File: src/rtl/mips_bp_pkg.sv
// Shared types for the fetch PC predictor: 2-bit counter encodings,
// the BTB entry layout and the saturating counter step.
package mips_bp_pkg;

    typedef enum logic [1:0] {
        SNT = 2'b00,
        WNT = 2'b01,
        WT  = 2'b10,
        ST  = 2'b11
    } ctr_e;

    // Widest PC the entry layout can hold; narrower PCs are zero-extended.
    localparam int MAX_W = 64;

    typedef struct packed {
        logic             valid;
        logic [MAX_W-1:0] tag;
        logic [MAX_W-1:0] target;
        ctr_e             ctr;
    } btbEntry_t;

    function automatic ctr_e ctrStep(input ctr_e c, input logic taken);
        ctr_e n;
        case (c)
            SNT:     n = taken ? WNT : SNT;
            WNT:     n = taken ? WT  : SNT;
            WT:      n = taken ? ST  : WNT;
            default: n = taken ? ST  : WT;
        endcase
        return n;
    endfunction

endpackage

File: src/rtl/bp_btb.sv
// Direct-mapped branch target buffer: combinational lookup on the fetch PC,
// registered update from the decode-side resolution.
module bp_btb
    import mips_bp_pkg::*;
#(
    parameter int WIDTH = 32,
    parameter int DEPTH = 16
) (
    input  logic             clk,
    input  logic             reset,
    input  logic [WIDTH-1:2] lookupPc,
    output logic             predTaken,
    output logic [WIDTH-1:0] predTarget,
    input  logic             updEn,
    input  logic             updBranch,
    input  logic             updTaken,
    input  logic [WIDTH-1:2] updPc,
    input  logic [WIDTH-1:0] updTarget
);

    localparam int IW = $clog2(DEPTH);
    localparam int TW = WIDTH - IW - 2;

    btbEntry_t btb [DEPTH];

    logic [IW-1:0] lkIdx;
    logic [IW-1:0] upIdx;
    logic [TW-1:0] lkTag;
    logic [TW-1:0] upTag;
    logic          lkHit;
    logic          upHit;

    assign lkIdx = lookupPc[IW+1:2];
    assign lkTag = lookupPc[WIDTH-1:IW+2];
    assign upIdx = updPc[IW+1:2];
    assign upTag = updPc[WIDTH-1:IW+2];

    assign lkHit = btb[lkIdx].valid && (btb[lkIdx].tag == MAX_W'(lkTag));
    assign upHit = btb[upIdx].valid && (btb[upIdx].tag == MAX_W'(upTag));

    assign predTaken  = lkHit && btb[lkIdx].ctr[1];
    assign predTarget = btb[lkIdx].target[WIDTH-1:0];

    // Writes land at the edge, so a same-cycle lookup sees the old entry.
    always_ff @(posedge clk or posedge reset) begin
        if (reset) begin
            for (int i = 0; i < DEPTH; i++) begin
                btb[i] <= '{valid: 1'b0, tag: '0, target: '0, ctr: WNT};
            end
        end else if (updEn) begin
            if (updBranch && upHit) begin
                btb[upIdx].ctr <= ctrStep(btb[upIdx].ctr, updTaken);
                if (updTaken) begin
                    btb[upIdx].target <= MAX_W'(updTarget);
                end
            end else if (updBranch && updTaken) begin
                btb[upIdx] <= '{valid: 1'b1,
                                tag: MAX_W'(upTag),
                                target: MAX_W'(updTarget),
                                ctr: WT};
            end else if (!updBranch && upHit) begin
                btb[upIdx].valid <= 1'b0;
            end
        end
    end

endmodule

File: src/rtl/pc_predict_unit.sv
// Fetch PC register with BTB prediction and decode-side redirect.
// Define PERF_CNT_EN to build the branch/mispredict counters.
module pc_predict_unit
    import mips_bp_pkg::*;
#(
    parameter int               WIDTH    = 32,
    parameter int               DEPTH    = 16,
    parameter logic [WIDTH-1:0] RESET_PC = '0
) (
    input  logic             clk,
    input  logic             reset,
    input  logic             StallF,
    input  logic             StallD,
    input  logic             FlushD,
    input  logic             BranchD,
    input  logic             TakenD,
    input  logic [WIDTH-1:0] TargetD,
    output logic [WIDTH-1:0] PCF,
    output logic             PredTakenF,
    output logic             RedirectD,
    output logic [31:0]      BranchCount,
    output logic [31:0]      MispredictCount
);

    logic [WIDTH-1:0] predTarget;
    logic [WIDTH-1:0] predNextF;
    logic             validD;
    logic [WIDTH-1:0] pcD;
    logic [WIDTH-1:0] predNextD;
    logic             resolveD;
    logic [WIDTH-1:0] correctNext;

    bp_btb #(
        .WIDTH(WIDTH),
        .DEPTH(DEPTH)
    ) uBtb (
        .clk       (clk),
        .reset     (reset),
        .lookupPc  (PCF[WIDTH-1:2]),
        .predTaken (PredTakenF),
        .predTarget(predTarget),
        .updEn     (resolveD),
        .updBranch (BranchD),
        .updTaken  (TakenD),
        .updPc     (pcD[WIDTH-1:2]),
        .updTarget (TargetD)
    );

    assign predNextF   = PredTakenF ? predTarget : PCF + WIDTH'(4);
    assign resolveD    = validD && !StallD;
    assign correctNext = (BranchD && TakenD) ? TargetD : pcD + WIDTH'(4);
    assign RedirectD   = resolveD && (correctNext != predNextD);

    always_ff @(posedge clk or posedge reset) begin
        if (reset) begin
            PCF <= RESET_PC;
        end else if (RedirectD) begin
            PCF <= correctNext;
        end else if (!StallF) begin
            PCF <= predNextF;
        end
    end

    always_ff @(posedge clk or posedge reset) begin
        if (reset) begin
            validD    <= 1'b0;
            pcD       <= '0;
            predNextD <= '0;
        end else if (FlushD || RedirectD) begin
            validD <= 1'b0;
        end else if (!StallD) begin
            validD    <= 1'b1;
            pcD       <= PCF;
            predNextD <= predNextF;
        end
    end

`ifdef PERF_CNT_EN
    always_ff @(posedge clk or posedge reset) begin
        if (reset) begin
            BranchCount     <= '0;
            MispredictCount <= '0;
        end else begin
            if (resolveD && BranchD) begin
                BranchCount <= BranchCount + 32'd1;
            end
            if (RedirectD) begin
                MispredictCount <= MispredictCount + 32'd1;
            end
        end
    end
`else
    assign BranchCount     = '0;
    assign MispredictCount = '0;
`endif

endmodule

File: config.mk
export PLATFORM = sky130hd
export DESIGN_NAME = pc_predict_unit
export DESIGN_NICKNAME = d
export VERILOG_FILES = /design/src/rtl/mips_bp_pkg.sv /design/src/rtl/bp_btb.sv /design/src/rtl/pc_predict_unit.sv
export SDC_FILE = /design/constraint.sdc
export NUM_CORES = 2
export LEC_CHECK = 0
export CAP_MARGIN = 30
export CORE_ASPECT_RATIO = 1.4
export CORE_MARGIN = 2
export CORE_UTILIZATION = 50
export DETAILED_ROUTE_END_ITERATION = 6
export PLACE_DENSITY = 0.76
export SLEW_MARGIN = 20
export SYNTH_ARGS = -nofsm -noshare
export SYNTH_HDL_FRONTEND = slang
export SYNTH_HIERARCHICAL = 1
export SYNTH_SLANG_ARGS = --single-unit
File: constraint.sdc
create_clock -name clk -period 44.6 [get_ports clk]
set_input_delay 8.92 -clock clk [delete_from_list [all_inputs] [get_ports clk]]
set_output_delay 8.92 -clock clk [all_outputs]
set_load 0.005 [all_outputs]
==> impl_metrics.json <==
{
  "status": "finished, final reports clean",
  "htree_num_levels": 3,
  "first_iter_violations": 3432,
  "synth-main-ff-cell": "dfrtp_1",
  "final_common_cell": "dfrtp_1",
  "fin_ws_ps": 22290,
  "whs_path_depth": 2,
  "grt-ovfl-total": 0,
  "postRouteAntennaNets": 0,
  "r2r_cells": 15,
  "dp_cells": 5244,
  "die-area_sq_um": 117000,
  "rows": 146,
  "ctsResizeCount": 0,
  "min_from": "uBtb/btb[393]",
  "post-route-min-period_ps": 22310,
  "synth_top_area_share_pct": 46.3,
  "syn_avg_cell_area_sq_um": 14.5,
  "io_pins": 137,
  "gp_congestion": 0.976,
  "grt_pass1_vias": 37500,
  "yosysUniqueCellTypes": 82,
  "area_growth_pct": 9.70,
  "instances_no_fill": 5446,
  "synth_area_leaders": "dfrtp_1 (46%), mux2_2 (15%), mux4_2 (15%), mux2_4 (5.5%), mux2i_1 (2.4%)",
  "crit_path_start_kind": "input port",
  "slew_violations": 0,
  "p_sw_share_pct": 34.9,
  "die_h_microns": 404,
  "setup_tns_ps": 0,
  "synth.yosys.seq_area_share_pct": 47.1,
  "start_util_pct": 50.4,
  "grt_pass1_wl_mm": 238,
  "fmax_ghz": 0.0448,
  "cap_violations": 0,
  "drive_above_1_share_pct": 43.9,
  "synth_area_sq_um": 57100,
  "worst_slew_pin_slew_ps": 1070,
  "worstPathRequired_ps": 35680,
  "postCtsSetupRepairBufs": 0,
  "final_area_sq_um": 62600,
  "post-route-util_pct": 55.3,
  "via_count": 35800,
  "r2r_start": "PCF[3]",
  "worstSetupPathType": "input port to output pin",
  "ir_drop_mv": 0.0470,
  "power.total_mw": 3.56,
  "final.period_utilization_pct": 50.0,
  "power_density_nw_per_um2": 56.8,
  "combPwrFrac_pct": 33.0,
  "fin_skew_ps": 35.1,
  "fillers": 8925,
  "critPathArrivalTime_ps": 13390,
  "p_leak_nw": 28.4,
  "ys_warn_count": 6,
  "rsz0062_at_grt": "no",
  "critPathCaptureType": "output pin",
  "coreArea_sq_um": 113000,
  "firstDrtPassIters": 5,
  "p_int_mw": 2.32,
  "clock-root-buffer": "clkbuf_16",
  "whs_ps": 492,
  "grt_max_degree": 186,
  "grt_use_total_pct": 27.2,
  "dp_worst_setup_slack_ps": 22250,
  "hold_viol_final": 0,
  "ys_seq_elements": 1073,
  "worstPathMaxFanout": 33,
  "cts_hold_buffers": 0,
  "vias_per_cell": 6.56,
  "die_x_microns": 290,
  "final_cell_mix": "dfrtp_1 (1,049), mux2_2 (781), mux4_2 (387)",
  "rr_endpoint": "PCF[26]",
  "cts_made_buffers": 102,
  "place_area_sq_um": 58700,
  "hold_class": "flop to flop",
  "synth_area_leader_cell": "dfrtp_1",
  "wire_per_inst_microns": 28.8,
  "r2r_slack_ps": 38080,
  "cts_tree": "yes",
  "clkPwrFrac_pct": 27.1,
  "clock_latency_ps": 730,
  "drc": 0,
  "io_buffers": 72,
  "power_switching_mw": 1.24,
  "setup_viol": 0,
  "startpoint": "TargetD[14]",
  "seqPwrFrac_pct": 39.9,
  "synth_async_sr_flop_share_pct": 100,
  "wl_mm": 157,
  "synth_edf_count": 0,
  "cts_buffer_depth": 3,
  "place_hpwl_mm": 96.4,
  "clk_pin_slew_ps": 60,
  "netlist_instances": 3928,
  "nets": 3916,
  "whs_endpoint": "uBtb/btb[393]",
  "antenna_found_initial": 6,
  "relSlewSlack_pct": 28.7,
  "clock_sinks": 1073
}
## power by group through the flow
stage	clock network, mW	logic [mW]	registers, mW
5_1_grt	1.02	1.24	1.44
2_1_floorplan	0	0.906	1.30
3_3_place_gp	0	1.15	1.41
6_report	0.964	1.18	1.42
4_1_cts	0.977	1.17	1.41
3_5_place_dp	0	1.16	1.43
## state kept, by name, summed over array words and instances, names as in the netlist
register and cells:
uBtb/btb 976, pcD 32, PCF 32, predNextD 32, validD 1
## critical path, cell delays in order
cell and delay [ps]:
clkdlybuf4s50_1 950, xnor2_1 190, nand2_1 200, or4_1 590, a222oi_1 340, nand4_1 160, nor4_1 290, nand4_1 330
nand2_2 150, buf_4 490, inv_1 250, clkdlybuf4s50_1 510
## routing by layer
metal / global-route usage, % / part of all wire (%)
met1: 35.0 / 39
met2: 44.6 / 49
met5: 0 / 0.035
met4: 13.0 / 5.0
met3: 4.88 / 6.9
## cell usage after synthesis (46+ instances only)
master and number:
mux2i_1 135, xor2_1 69, mux2_2 781, buf_4 92
mux4_2 387, buf_1 54, dfrtp_1 1057, nor2_1 104
nand3_1 50, xnor2_1 69, o21ai_0 117, mux2_4 210
clkbuf_1 189, a21oi_1 46, nand2_1 95
## logic make-up after synthesis
group	Yosys count	synth area share [%]
AO/OA/AOI/OAI	327	3.72
XOR/XNOR	138	2.12
buffers and inverters	432	4.06
flip-flops	1073	47.1
AND/OR/NAND/NOR	420	3.97
adder cells (fa/ha/maj)	2	0.0438
multiplexers	1535	39.0
other	1	0.00657
## how the worst max path moves through the flow
stage                endpoint  slack, ps  depth (start not counted)
3_3_place_gp        RedirectD      22070                         12
5_1_grt             RedirectD      22140                         12
2_1_floorplan  uBtb/btb[1000]       8250                          1
4_1_cts             RedirectD      22240                         13
3_5_place_dp        RedirectD      22250                         13
6_report            RedirectD      22290                         12
## final cells by class
cell class	instances	area, sq um	share of cell area [%]
well taps	1480	1850	2.96
diodes	2	5.00	0.00799
repair buffers	179	1750	2.79
multi-input cells	2486	28200	45.1
flip-flops and latches	1073	26900	43.0
inverters	33	134	0.214
clock inverters	47	727	1.16
clock buffers	146	3040	4.86
(Power assumes the default switching activity.)
